$ cat src/rtl/cache_miss_ctrl.sv
// cache_miss_ctrl: miss-handling sequencer for the set-associative cache.
// It reads the tree-PLRU for a victim and picks the lowest invalid way before
// falling back to the PLRU choice. A valid, dirty victim is written back first.
// The missing line is then fetched, written into the tag/data arrays, and the
// filled way is marked most-recently-used in the PLRU.
//
// Ports
//   clk, rst                  clock, asynchronous active-low reset
//   req_valid/ready/index/tag miss request from the hit logic
//   lru_read/rindex/way       PLRU victim read (way returned one cycle later)
//   lru_load/windex/datain    PLRU MRU update
//   way_valid/dirty/tags      per-way state of the requested set (LOOKUP)
//   victim_rdata              data line of the way currently on fill_way
//   mem_*                     line read/write interface to memory
//   fill_*                    tag/data/valid array write (also clears dirty)
//   miss_done                 one-cycle completion pulse
//
// state     | meaning
// ----------+----------------------------------------------------------
// IDLE      | ready for a miss; lru_read issued on acceptance
// LOOKUP    | choose victim, latch its tag and data line
// WRITEBACK | mem_write of the dirty victim until mem_resp
// FILL      | mem_read of the missing line until mem_resp
// UPDATE    | array write, PLRU update, miss_done pulse
module cache_miss_ctrl #(
  parameter  int s_index  = 3,
  parameter  int way_bits = 3,
  parameter  int s_tag    = 24,
  parameter  int s_offset = 5,
  localparam int num_ways = 2**way_bits,
  localparam int s_line   = 8 * (2**s_offset),
  localparam int s_addr   = s_tag + s_index + s_offset
) (
  input  logic                      clk,
  input  logic                      rst,
  input  logic                      req_valid,
  output logic                      req_ready,
  input  logic [s_index-1:0]        req_index,
  input  logic [s_tag-1:0]          req_tag,
  output logic                      lru_read,
  output logic [s_index-1:0]        lru_rindex,
  input  logic [way_bits-1:0]       lru_way,
  output logic                      lru_load,
  output logic [s_index-1:0]        lru_windex,
  output logic [way_bits-1:0]       lru_datain,
  input  logic [num_ways-1:0]       way_valid,
  input  logic [num_ways-1:0]       way_dirty,
  input  logic [num_ways*s_tag-1:0] way_tags,
  input  logic [s_line-1:0]         victim_rdata,
  output logic                      mem_read,
  output logic                      mem_write,
  output logic [s_addr-1:0]         mem_addr,
  output logic [s_line-1:0]         mem_wdata,
  input  logic [s_line-1:0]         mem_rdata,
  input  logic                      mem_resp,
  output logic                      fill_we,
  output logic [s_index-1:0]        fill_index,
  output logic [way_bits-1:0]       fill_way,
  output logic [s_tag-1:0]          fill_tag,
  output logic [s_line-1:0]         fill_data,
  output logic                      miss_done
);

  typedef enum logic [2:0] {
    S_IDLE, S_LOOKUP, S_WRITEBACK, S_FILL, S_UPDATE
  } state_t;

  state_t                r_state;
  logic [s_index-1:0]    r_index;
  logic [s_tag-1:0]      r_tag;
  logic [way_bits-1:0]   r_way;
  logic [s_tag-1:0]      r_vtag;
  // Holds the victim line during writeback, then the fill line.
  logic [s_line-1:0]     r_line;
  logic                  r_mem_read;
  logic                  r_mem_write;
  logic                  r_fill_we;
  logic                  r_lru_load;
  logic                  r_miss_done;

  logic                  w_has_free;
  logic [way_bits-1:0]   w_free_way;
  logic [way_bits-1:0]   w_victim;
  logic                  w_victim_dirty;
  logic [s_tag-1:0]      w_victim_tag;

  // Lowest-numbered invalid way; scanning downward leaves the lowest one last.
  always_comb begin
    w_has_free = 1'b0;
    w_free_way = '0;
    for (int w = num_ways - 1; w >= 0; w--) begin
      if (!way_valid[w]) begin
        w_has_free = 1'b1;
        w_free_way = way_bits'(w);
      end
    end
  end

  assign w_victim       = w_has_free ? w_free_way : lru_way;
  assign w_victim_dirty = way_valid[w_victim] & way_dirty[w_victim];
  assign w_victim_tag   = way_tags[w_victim*s_tag +: s_tag];

  always_ff @(posedge clk or negedge rst) begin
    if (!rst) begin
      r_state     <= S_IDLE;
      r_index     <= '0;
      r_tag       <= '0;
      r_way       <= '0;
      r_vtag      <= '0;
      r_line      <= '0;
      r_mem_read  <= 1'b0;
      r_mem_write <= 1'b0;
      r_fill_we   <= 1'b0;
      r_lru_load  <= 1'b0;
      r_miss_done <= 1'b0;
    end else begin
      r_fill_we   <= 1'b0;
      r_lru_load  <= 1'b0;
      r_miss_done <= 1'b0;
      case (r_state)
        S_IDLE: begin
          if (req_valid) begin
            r_index <= req_index;
            r_tag   <= req_tag;
            r_state <= S_LOOKUP;
          end
        end
        S_LOOKUP: begin
          r_way  <= w_victim;
          r_vtag <= w_victim_tag;
          r_line <= victim_rdata;
          if (w_victim_dirty) begin
            r_mem_write <= 1'b1;
            r_state     <= S_WRITEBACK;
          end else begin
            r_mem_read <= 1'b1;
            r_state    <= S_FILL;
          end
        end
        S_WRITEBACK: begin
          if (mem_resp) begin
            r_mem_write <= 1'b0;
            r_mem_read  <= 1'b1;
            r_state     <= S_FILL;
          end
        end
        S_FILL: begin
          if (mem_resp) begin
            r_line      <= mem_rdata;
            r_mem_read  <= 1'b0;
            r_fill_we   <= 1'b1;
            r_lru_load  <= 1'b1;
            r_miss_done <= 1'b1;
            r_state     <= S_UPDATE;
          end
        end
        S_UPDATE: r_state <= S_IDLE;
        default:  r_state <= S_IDLE;
      endcase
    end
  end

  always_comb begin
    mem_addr = '0;
    case (r_state)
      S_WRITEBACK: mem_addr = {r_vtag, r_index, {s_offset{1'b0}}};
      S_FILL:      mem_addr = {r_tag,  r_index, {s_offset{1'b0}}};
      default:     mem_addr = '0;
    endcase
  end

  assign req_ready  = (r_state == S_IDLE);
  assign lru_read   = (r_state == S_IDLE) & req_valid;
  assign lru_rindex = req_index;
  assign lru_load   = r_lru_load;
  assign lru_windex = r_index;
  assign lru_datain = r_way;
  assign mem_read   = r_mem_read;
  assign mem_write  = r_mem_write;
  assign mem_wdata  = r_line;
  assign fill_we    = r_fill_we;
  assign fill_index = r_index;
  // During LOOKUP the data array reads the way being chosen, so the live
  // victim choice is presented here before it is latched.
  assign fill_way   = (r_state == S_LOOKUP) ? w_victim : r_way;
  assign fill_tag   = r_tag;
  assign fill_data  = r_line;
  assign miss_done  = r_miss_done;

endmodule

$ cat config.mk
export PLATFORM = sky130hd
export DESIGN_NAME = cache_miss_ctrl
export DESIGN_NICKNAME = d
export VERILOG_FILES = /design/src/rtl/cache_miss_ctrl.sv
export SDC_FILE = /design/constraint.sdc
export NUM_CORES = 1
export LEC_CHECK = 0
export BUFFER_PORTS_ARGS = -buffer_cell sky130_fd_sc_hd__buf_2
export CAP_MARGIN = 20
export CELL_PAD_IN_SITES_DETAIL_PLACEMENT = 1
export CELL_PAD_IN_SITES_GLOBAL_PLACEMENT = 2
export CORE_AREA = 2 2 519 521
export CTS_CLUSTER_DIAMETER = 200
export DETAILED_ROUTE_END_ITERATION = 8
export DIE_AREA = 0 0 521 523
export PLACE_DENSITY = 0.38
export SYNTH_ARGS = -nofsm -noshare
export SYNTH_HDL_FRONTEND = slang
export SYNTH_SLANG_ARGS = --single-unit
export TNS_END_PERCENT = 10
$ cat constraint.sdc
create_clock -name clk -period 2.6 [get_ports clk]
set_input_delay 0.52 -clock clk [delete_from_list [all_inputs] [get_ports clk]]
set_output_delay 0.52 -clock clk [all_outputs]
set_load 0.05 [all_outputs]
== After elaboration in Yosys (flattened, before gate mapping) ==
Cells that the tools add are included.

* Word-level logic and storage cells: 69
* Output and inout port bits: 590
* Memories: 0
* ROM bits: 0
* RAM bits: 0
* Input port bits: 754
* Bits in registers: 316
* Latch bits: 0

* Bitwise logic cells: 2
* Reductions and logical operators: 9
* Equality and inequality tests: 8
* Multiplexer cells: 38
* $lt $le $gt $ge: 1
* Shift operators: 1
* Div/mod/pow operators: 0
* Add/sub/neg operators: 0
* Multiply operators: 1

{| class="wikitable"
|+ Operator list
! kind !! number
|-
| 256-bit case mux with 2 select lines || 1
|-
| 256-bit 2-to-1 mux || 1
|-
| 192-bit by 9-bit indexed part select with 24-bit output || 1
|-
| 32-bit case mux with 2 select lines || 1
|-
| 3-bit 2-to-1 mux || 13
|-
| 1-bit 2-to-1 mux || 17
|-
| 3-bit case mux with 4 select lines || 1
|-
| 2-bit inequality test, second input constant || 5
|-
| 1-bit binary-select mux with 3-bit select || 2
|-
| 3-bit by 2-bit equality test with 1-bit output, second input constant || 2
|-
| 3-bit AND reduction || 2
|-
| 3-bit by 2-bit multiplier with 5-bit output, second input constant || 1
|-
| 3-bit by 4-bit less-than comparator with 1-bit output, second input constant || 1
|-
| 2-bit AND reduction || 2
|-
| 4-bit AND reduction || 1
|-
| 2-bit nonzero test || 2
|-
| 3-bit by 1-bit equality test with 1-bit output, second input constant || 1
|-
| 3-bit logical NOT || 1
|-
| 1-bit case mux with 3 select lines || 1
|-
| 3-bit nonzero test || 1
|-
| 1-bit bitwise AND || 2
|-
| 1-bit case mux with 2 select lines || 1
|}

== Longest topological paths before layout ==
* Depth in word-level cells: 14
* Gate-level depth with buffers: 9
* Gate-level depth less buffers: 6

== Worst setup path after synthesis ==
No wires, ideal clock.

* Path kind: reg2out
* From: reg r_state[1]
* To: out lru_read
* Arrival time: 2.621 ns
* Stages on the path, launching flop included: 6
* Required time: 2.080 ns
* Slack: -0.541 ns
* Path buffers: 3
* Cells stage by stage: dfrtp_1 clkbuf_1 nor3_1 and2_1 clkbuf_1 buf_2

* Word-level cells in the longest chain between the ends: 2

{| class="wikitable"
|+ Ends and longest elaborated chain
! item !! line !! RTL
|-
| start: declaration || 68 || <nowiki>state_t r_state;</nowiki>
|-
| start signal: assignment || 105 || <nowiki>r_state <= S_IDLE;</nowiki>
|-
| start signal: assignment || 125 || <nowiki>r_state <= S_LOOKUP;</nowiki>
|-
| start signal: assignment || 134 || <nowiki>r_state <= S_WRITEBACK;</nowiki>
|-
| 3-bit logical NOT || -- ||
|-
| net req_ready || 37 || <nowiki>output logic req_ready,</nowiki>
|-
| 1-bit bitwise AND || 173 || <nowiki>assign lru_read = (r_state == S_IDLE) & req_valid;</nowiki>
|-
| end: declaration || 40 || <nowiki>output logic lru_read,</nowiki>
|}

The timed path passes the listed nets, and every way through them passes these cells.

== Final worst setup path ==
* From: in way_valid[2]
* To: out fill_way[0]

* Word-level cells in the longest chain between the ends: 5
* Elaborated cells between the ends (all ways): 8
* Those cells by class: 8 x mux

{| class="wikitable"
|+ Ends and longest elaborated chain
! item !! line !! RTL
|-
| start: declaration || 46 || <nowiki>input logic [num_ways-1:0] way_valid,</nowiki>
|-
| 3-bit 2-to-1 mux or 1-bit 2-to-1 mux (tied branches) (3 in series) || 92 || <nowiki>if (!way_valid[w]) begin</nowiki>
|-
| 3-bit 2-to-1 mux * || 99 || <nowiki>assign w_victim = w_has_free ? w_free_way : lru_way;</nowiki>
|-
| 3-bit 2-to-1 mux * || -- ||
|-
| end: declaration || 58 || <nowiki>output logic [way_bits-1:0] fill_way,</nowiki>
|}

Every way passes the cells marked *; elsewhere a longest branch is shown, timed or not.

==> report_table.html <==
<table>
<tr><th>Metric</th><th>Value</th></tr>
<tr><th colspan="2">Status</th></tr>
<tr><td>Outcome</td><td>finished clean</td></tr>
<tr><th colspan="2">Drt</th></tr>
<tr><td>Number of antenna-violating nets in the routed design</td><td>0</td></tr>
<tr><td>Met1 routed wirelength after detailed routing</td><td>68500 um</td></tr>
<tr><td>Number of violations reported at the end of detailed-routing iteration 0</td><td>1004</td></tr>
<tr><td>Length of routed met2 wiring</td><td>79200 um</td></tr>
<tr><td>Top routing layer used</td><td>met5</td></tr>
<tr><td>Vias per inst</td><td>2.87</td></tr>
<tr><td>DRC violation count after routing</td><td>0</td></tr>
<tr><td>Count of vias placed by the detailed router</td><td>18700</td></tr>
<tr><td>Routed length on met3</td><td>24100 um</td></tr>
<tr><td>Post-Route WL</td><td>178000 um</td></tr>
<tr><td>Wire length per cell after detailed routing</td><td>27.3 um</td></tr>
<tr><td>Count of TritonRoute iterations in the first routing pass</td><td>5</td></tr>
<tr><th colspan="2">Floorplanning</th></tr>
<tr><td>Die ar.</td><td>272000 sq um</td></tr>
<tr><td>Initial core utilization</td><td>0.0671</td></tr>
<tr><td>FP Rows</td><td>190</td></tr>
<tr><td>Core footprint</td><td>267000 sq um</td></tr>
<tr><td>Number of top-level pins</td><td>1344</td></tr>
<tr><td>Chip Height</td><td>523 um</td></tr>
<tr><td>Width of the die</td><td>521 um</td></tr>
<tr><th colspan="2">Power</th></tr>
<tr><td>Total net switching power</td><td>30.5 mW</td></tr>
<tr><td>Leak</td><td>14.9 nW</td></tr>
<tr><td>Fraction of power consumed by combinational cells</td><td>0.645</td></tr>
<tr><td>Switching portion of total power</td><td>0.620</td></tr>
<tr><td>Power per cell area</td><td>1670 nW/um^2</td></tr>
<tr><td>Power share of the clock group</td><td>0.144</td></tr>
<tr><td>Worst VDD drop</td><td>0.000812 V</td></tr>
<tr><td>Internal power</td><td>18.7 mW</td></tr>
<tr><td>Proportion of power drawn by flip-flops and latches</td><td>0.211</td></tr>
<tr><th colspan="2">Critical path</th></tr>
<tr><td>Category of the worst setup path capture point</td><td>output pin</td></tr>
<tr><td>Worst-case reg-to-reg path depth</td><td>10</td></tr>
<tr><td>Critical path cell sequence</td><td>buf_2 &gt; nand4_1 &gt; or3_1 &gt; o31a_2 &gt; mux2_4 &gt; buf_6</td></tr>
<tr><td>Data arrival time of the critical path</td><td>2010 ps</td></tr>
<tr><td>Critical path class</td><td>in -&gt; out</td></tr>
<tr><td>Critical Path Stages</td><td>6</td></tr>
<tr><td>WP buf/inv</td><td>2</td></tr>
<tr><td>Delay of the slowest cell on the worst path</td><td>420 ps</td></tr>
<tr><td>Worst-path maximum fanout</td><td>6</td></tr>
<tr><td>Element type at the critical path start</td><td>primary input</td></tr>
<tr><td>Cell family with most CP delay</td><td>simple AND/OR/NAND/NOR gates</td></tr>
<tr><td>Required time of the worst setup path</td><td>2080 ps</td></tr>
<tr><td>Critical-path top delay cell</td><td>sky130_fd_sc_hd__or3_1</td></tr>
<tr><th colspan="2">Hold path</th></tr>
<tr><td>Cells on Worst Hold Path</td><td>2</td></tr>
<tr><td>Hold Path Class</td><td>in -&gt; reg</td></tr>
<tr><th colspan="2">Place</th></tr>
<tr><td>Post-detail-place hpwl</td><td>158000 um</td></tr>
<tr><td>Port Buffer Count</td><td>1338</td></tr>
<tr><td>Weighted congestion reported at the end of routability-driven placement</td><td>0.812</td></tr>
<tr><td>Dpl cell area</td><td>27500 sq um</td></tr>
<tr><th colspan="2">Synth</th></tr>
<tr><td>Yosys warning total</td><td>0</td></tr>
<tr><td>Register bit count reported by yosys</td><td>316</td></tr>
<tr><td>Sequential-to-total area share from yosys stat</td><td>0.441</td></tr>
<tr><td>Number of enable flip-flop cells after synthesis</td><td>0</td></tr>
<tr><td>Top post-synthesis cells by count</td><td>sky130_fd_sc_hd__dfrtp_1, sky130_fd_sc_hd__mux2i_1, sky130_fd_sc_hd__nand2_1, sky130_fd_sc_hd__o21ai_0, sky130_fd_sc_hd__buf_4</td></tr>
<tr><td>Area fraction of the dominant cell type after synthesis</td><td>0.441</td></tr>
<tr><td>Synthesized area per cell</td><td>10.2 sq um</td></tr>
<tr><td>Netlist area before placement</td><td>17900 sq um</td></tr>
<tr><td>Dominant register cell in the synthesized netlist</td><td>sky130_fd_sc_hd__dfrtp_1</td></tr>
<tr><td>Cells after synthesis</td><td>1759</td></tr>
<tr><td>Number of different library cells in the post-synthesis netlist</td><td>43</td></tr>
<tr><td>Top area cells in the synthesized netlist</td><td>sky130_fd_sc_hd__dfrtp_1, sky130_fd_sc_hd__mux2i_1, sky130_fd_sc_hd__buf_4</td></tr>
<tr><td>Biggest area consumer among synthesized cells</td><td>sky130_fd_sc_hd__dfrtp_1</td></tr>
<tr><td>Most repeated cell in the gate-level netlist after synthesis</td><td>sky130_fd_sc_hd__dfrtp_1</td></tr>
<tr><td>Share of async-settable or async-resettable flops after synthesis</td><td>1.00</td></tr>
<tr><th colspan="2">STA</th></tr>
<tr><td>Final clock period utilization by the worst path</td><td>0.973</td></tr>
<tr><td>Slew at the pin closest to its max-slew limit</td><td>539 ps</td></tr>
<tr><td>Number of hold violations in the final report</td><td>0</td></tr>
<tr><td>Maximum clock rate</td><td>395 MHz</td></tr>
<tr><td>Fin. max-slew vios</td><td>0</td></tr>
<tr><td>WHS</td><td>94.8 ps</td></tr>
<tr><td>Final critical-path required period</td><td>2530 ps</td></tr>
<tr><td>RSZ-0062 raised after global routing</td><td>yes</td></tr>
<tr><td>Worst slew margin</td><td>0.643</td></tr>
<tr><td>Final worst clock skew</td><td>37.0 ps</td></tr>
<tr><td>Final Setup Violations</td><td>0</td></tr>
<tr><th colspan="2">Layout</th></tr>
<tr><td>Post-layout net count</td><td>3616</td></tr>
<tr><td>Area of all placed cells without fillers</td><td>29400 sq um</td></tr>
<tr><td>Number of filler cells placed in the layout</td><td>31900</td></tr>
<tr><td>Area overhead of the layout relative to synthesis</td><td>64.3%</td></tr>
<tr><td>Register cell area after layout</td><td>7910 sq um</td></tr>
<tr><td>Layout cell share with drive strength beyond 1</td><td>0.545</td></tr>
<tr><td>Total area of multi-input combinational cells</td><td>7530 sq um</td></tr>
<tr><th colspan="2">Clocking</th></tr>
<tr><td>Maximum buffer depth of the clock tree</td><td>3</td></tr>
<tr><td>Clk Latency, worst-skew pair</td><td>690 ps</td></tr>
<tr><td># H-tree levels</td><td>2</td></tr>
<tr><td>TritonCTS Buffers</td><td>49</td></tr>
<tr><td>CTS Root Cell</td><td>sky130_fd_sc_hd__clkbuf_16</td></tr>
<tr><td>Clk pin slew, worst setup/hold paths</td><td>60 ps</td></tr>
<tr><td>TritonCTS sink count</td><td>316</td></tr>
<tr><td>CTS tree</td><td>yes</td></tr>
<tr><th colspan="2">Global route</th></tr>
<tr><td>Via count of the first global-routing pass</td><td>19200</td></tr>
<tr><td>Number of antenna violations at the first check in global routing</td><td>238</td></tr>
<tr><td>Sum of overflow across all layers after global routing</td><td>0</td></tr>
<tr><td>Maximum number of pins on one net before global-route repair</td><td>87</td></tr>
<tr><td>Global-route wire length before repair</td><td>220000 um</td></tr>
<tr><td>Overall global routing resource usage</td><td>0.125</td></tr>
<tr><th colspan="2">Flow run</th></tr>
<tr><td>Max capacitance violation total</td><td>0</td></tr>
</table>
==> cell families (layout without fill, tap and decap cells) <==
| kind of cell | after synthesis | in the layout | synth area share |
|---|---|---|---|
| xor gates and xnor gates | 1 | 1 | 0.000489 |
| DFF | 316 | 316 | 0.441 |
| buffers and inverters | 386 | 1520 | 0.143 |
| muxes | 382 | 382 | 0.237 |
| and+or+nand+nor | 346 | 346 | 0.0761 |
| other | 1 | 62 | 0.000209 |
| AOI/OAI and AO/OA | 327 | 327 | 0.101 |
==> cell type report <==
type / instances / share of cell area
flip-flops and latches: 316 / 0.269
multi-input cells: 1061 / 0.256
clock inverters: 13 / 0.00591
diodes: 57 / 0.00485
clock buffers: 73 / 0.0495
repair buffers: 1433 / 0.264
inverters: 1 / 0.000128
well taps: 3552 / 0.151
==> per-stage QoR <==
stage                     setup WS (ps)  instances  TNS [ps]   util  total power [mW]
after CTS                         -59.2       6449      -132  0.110              50.3
after global placement             8.92       6352         0  0.103              42.6
after floorplan                    23.0       1763         0      -              33.7
final                              71.4       6506         0  0.110              49.1
after global routing              -18.2       6462     -23.1  0.110              51.8
after detailed placement           13.3       6352         0  0.103              42.6
==> worst reg2reg max path, cell delays in order, from the launching register on <==
cell and delay [ps]:
sky130_fd_sc_hd__dfrtp_2 480, sky130_fd_sc_hd__nor2b_4 150, sky130_fd_sc_hd__nand2_2 70, sky130_fd_sc_hd__buf_6 150, sky130_fd_sc_hd__buf_4 140, sky130_fd_sc_hd__buf_4 140
sky130_fd_sc_hd__buf_4 200, sky130_fd_sc_hd__nor2b_2 120, sky130_fd_sc_hd__buf_4 360, sky130_fd_sc_hd__a32oi_1 200, sky130_fd_sc_hd__o211ai_1 130
==> sequential cells by signal, indices dropped and copies added, names as in the netlist <==
register	count
fill_data	256
fill_tag	24
r_vtag	24
fill_index	3
lru_datain	3
r_state	3
mem_read	1
mem_write	1
miss_done	1
==> placed cells by master (no fill, tap or decap), types with 10 or more instances in the layout <==
| cell | count |
|---|---|
| sky130_fd_sc_hd__buf_2 | 1323 |
| sky130_fd_sc_hd__dfrtp_1 | 313 |
| sky130_fd_sc_hd__mux2i_1 | 305 |
| sky130_fd_sc_hd__nand2_1 | 287 |
| sky130_fd_sc_hd__o21ai_0 | 275 |
| sky130_fd_sc_hd__buf_4 | 70 |
| sky130_fd_sc_hd__diode_2 | 57 |
| sky130_fd_sc_hd__mux2_2 | 51 |
| sky130_fd_sc_hd__clkbuf_16 | 49 |
| sky130_fd_sc_hd__nor2_1 | 25 |
| sky130_fd_sc_hd__buf_12 | 22 |
| sky130_fd_sc_hd__mux4_1 | 17 |
| sky130_fd_sc_hd__a221o_1 | 17 |
| sky130_fd_sc_hd__clkbuf_8 | 14 |
| sky130_fd_sc_hd__o211ai_1 | 10 |
| sky130_fd_sc_hd__clkbuf_1 | 10 |
==> per-layer routing <==
metal  vias up  GRT usage
met5         -          0
met4       126     0.0321
met3       409     0.0704
met2      1245      0.199
met1      8764      0.143
li1       8154          -
==> power groups by stage <==
stage / Sequential (mW) / Combinational [mW] / Clock (mW)
floorplan: 16.5 / 17.2 / 0
global placement: 10.5 / 32.1 / 0
detailed placement: 10.5 / 32.1 / 0
CTS: 10.5 / 32.3 / 7.53
global route: 10.7 / 33.5 / 7.63
finish: 10.4 / 31.7 / 7.09
==> worst paths after layout <==
kind | startpoint | endpoint | slack, ps
worst max-delay path | way_valid[2] | fill_way[0] | 70
worst min-delay path | req_tag[16] | fill_tag[16]$_DFFE_PN0P_ | 90
worst max register to register | r_state[2]$_DFFE_PN0P_ | r_vtag[10]$_DFFE_PN0P_ | 390
worst min register to register | fill_data[253]$_DFFE_PN0P_ | fill_data[253]$_DFFE_PN0P_ | 500
max in group asynchronous | rst | fill_data[248]$_DFFE_PN0P_ | 1370
min in group asynchronous | rst | fill_data[130]$_DFFE_PN0P_ | 320
==> repair_timing <==
item / in CTS / in global routing
gates resized for setup: 19 / 12
hold endpoints to repair: 35 / 0
setup buffers: 5 / 0
endpoints found under the setup margin: 18 / 5
hold buffers: 6 / 0
No activity file was read; power rests on OpenSTA's default activity.
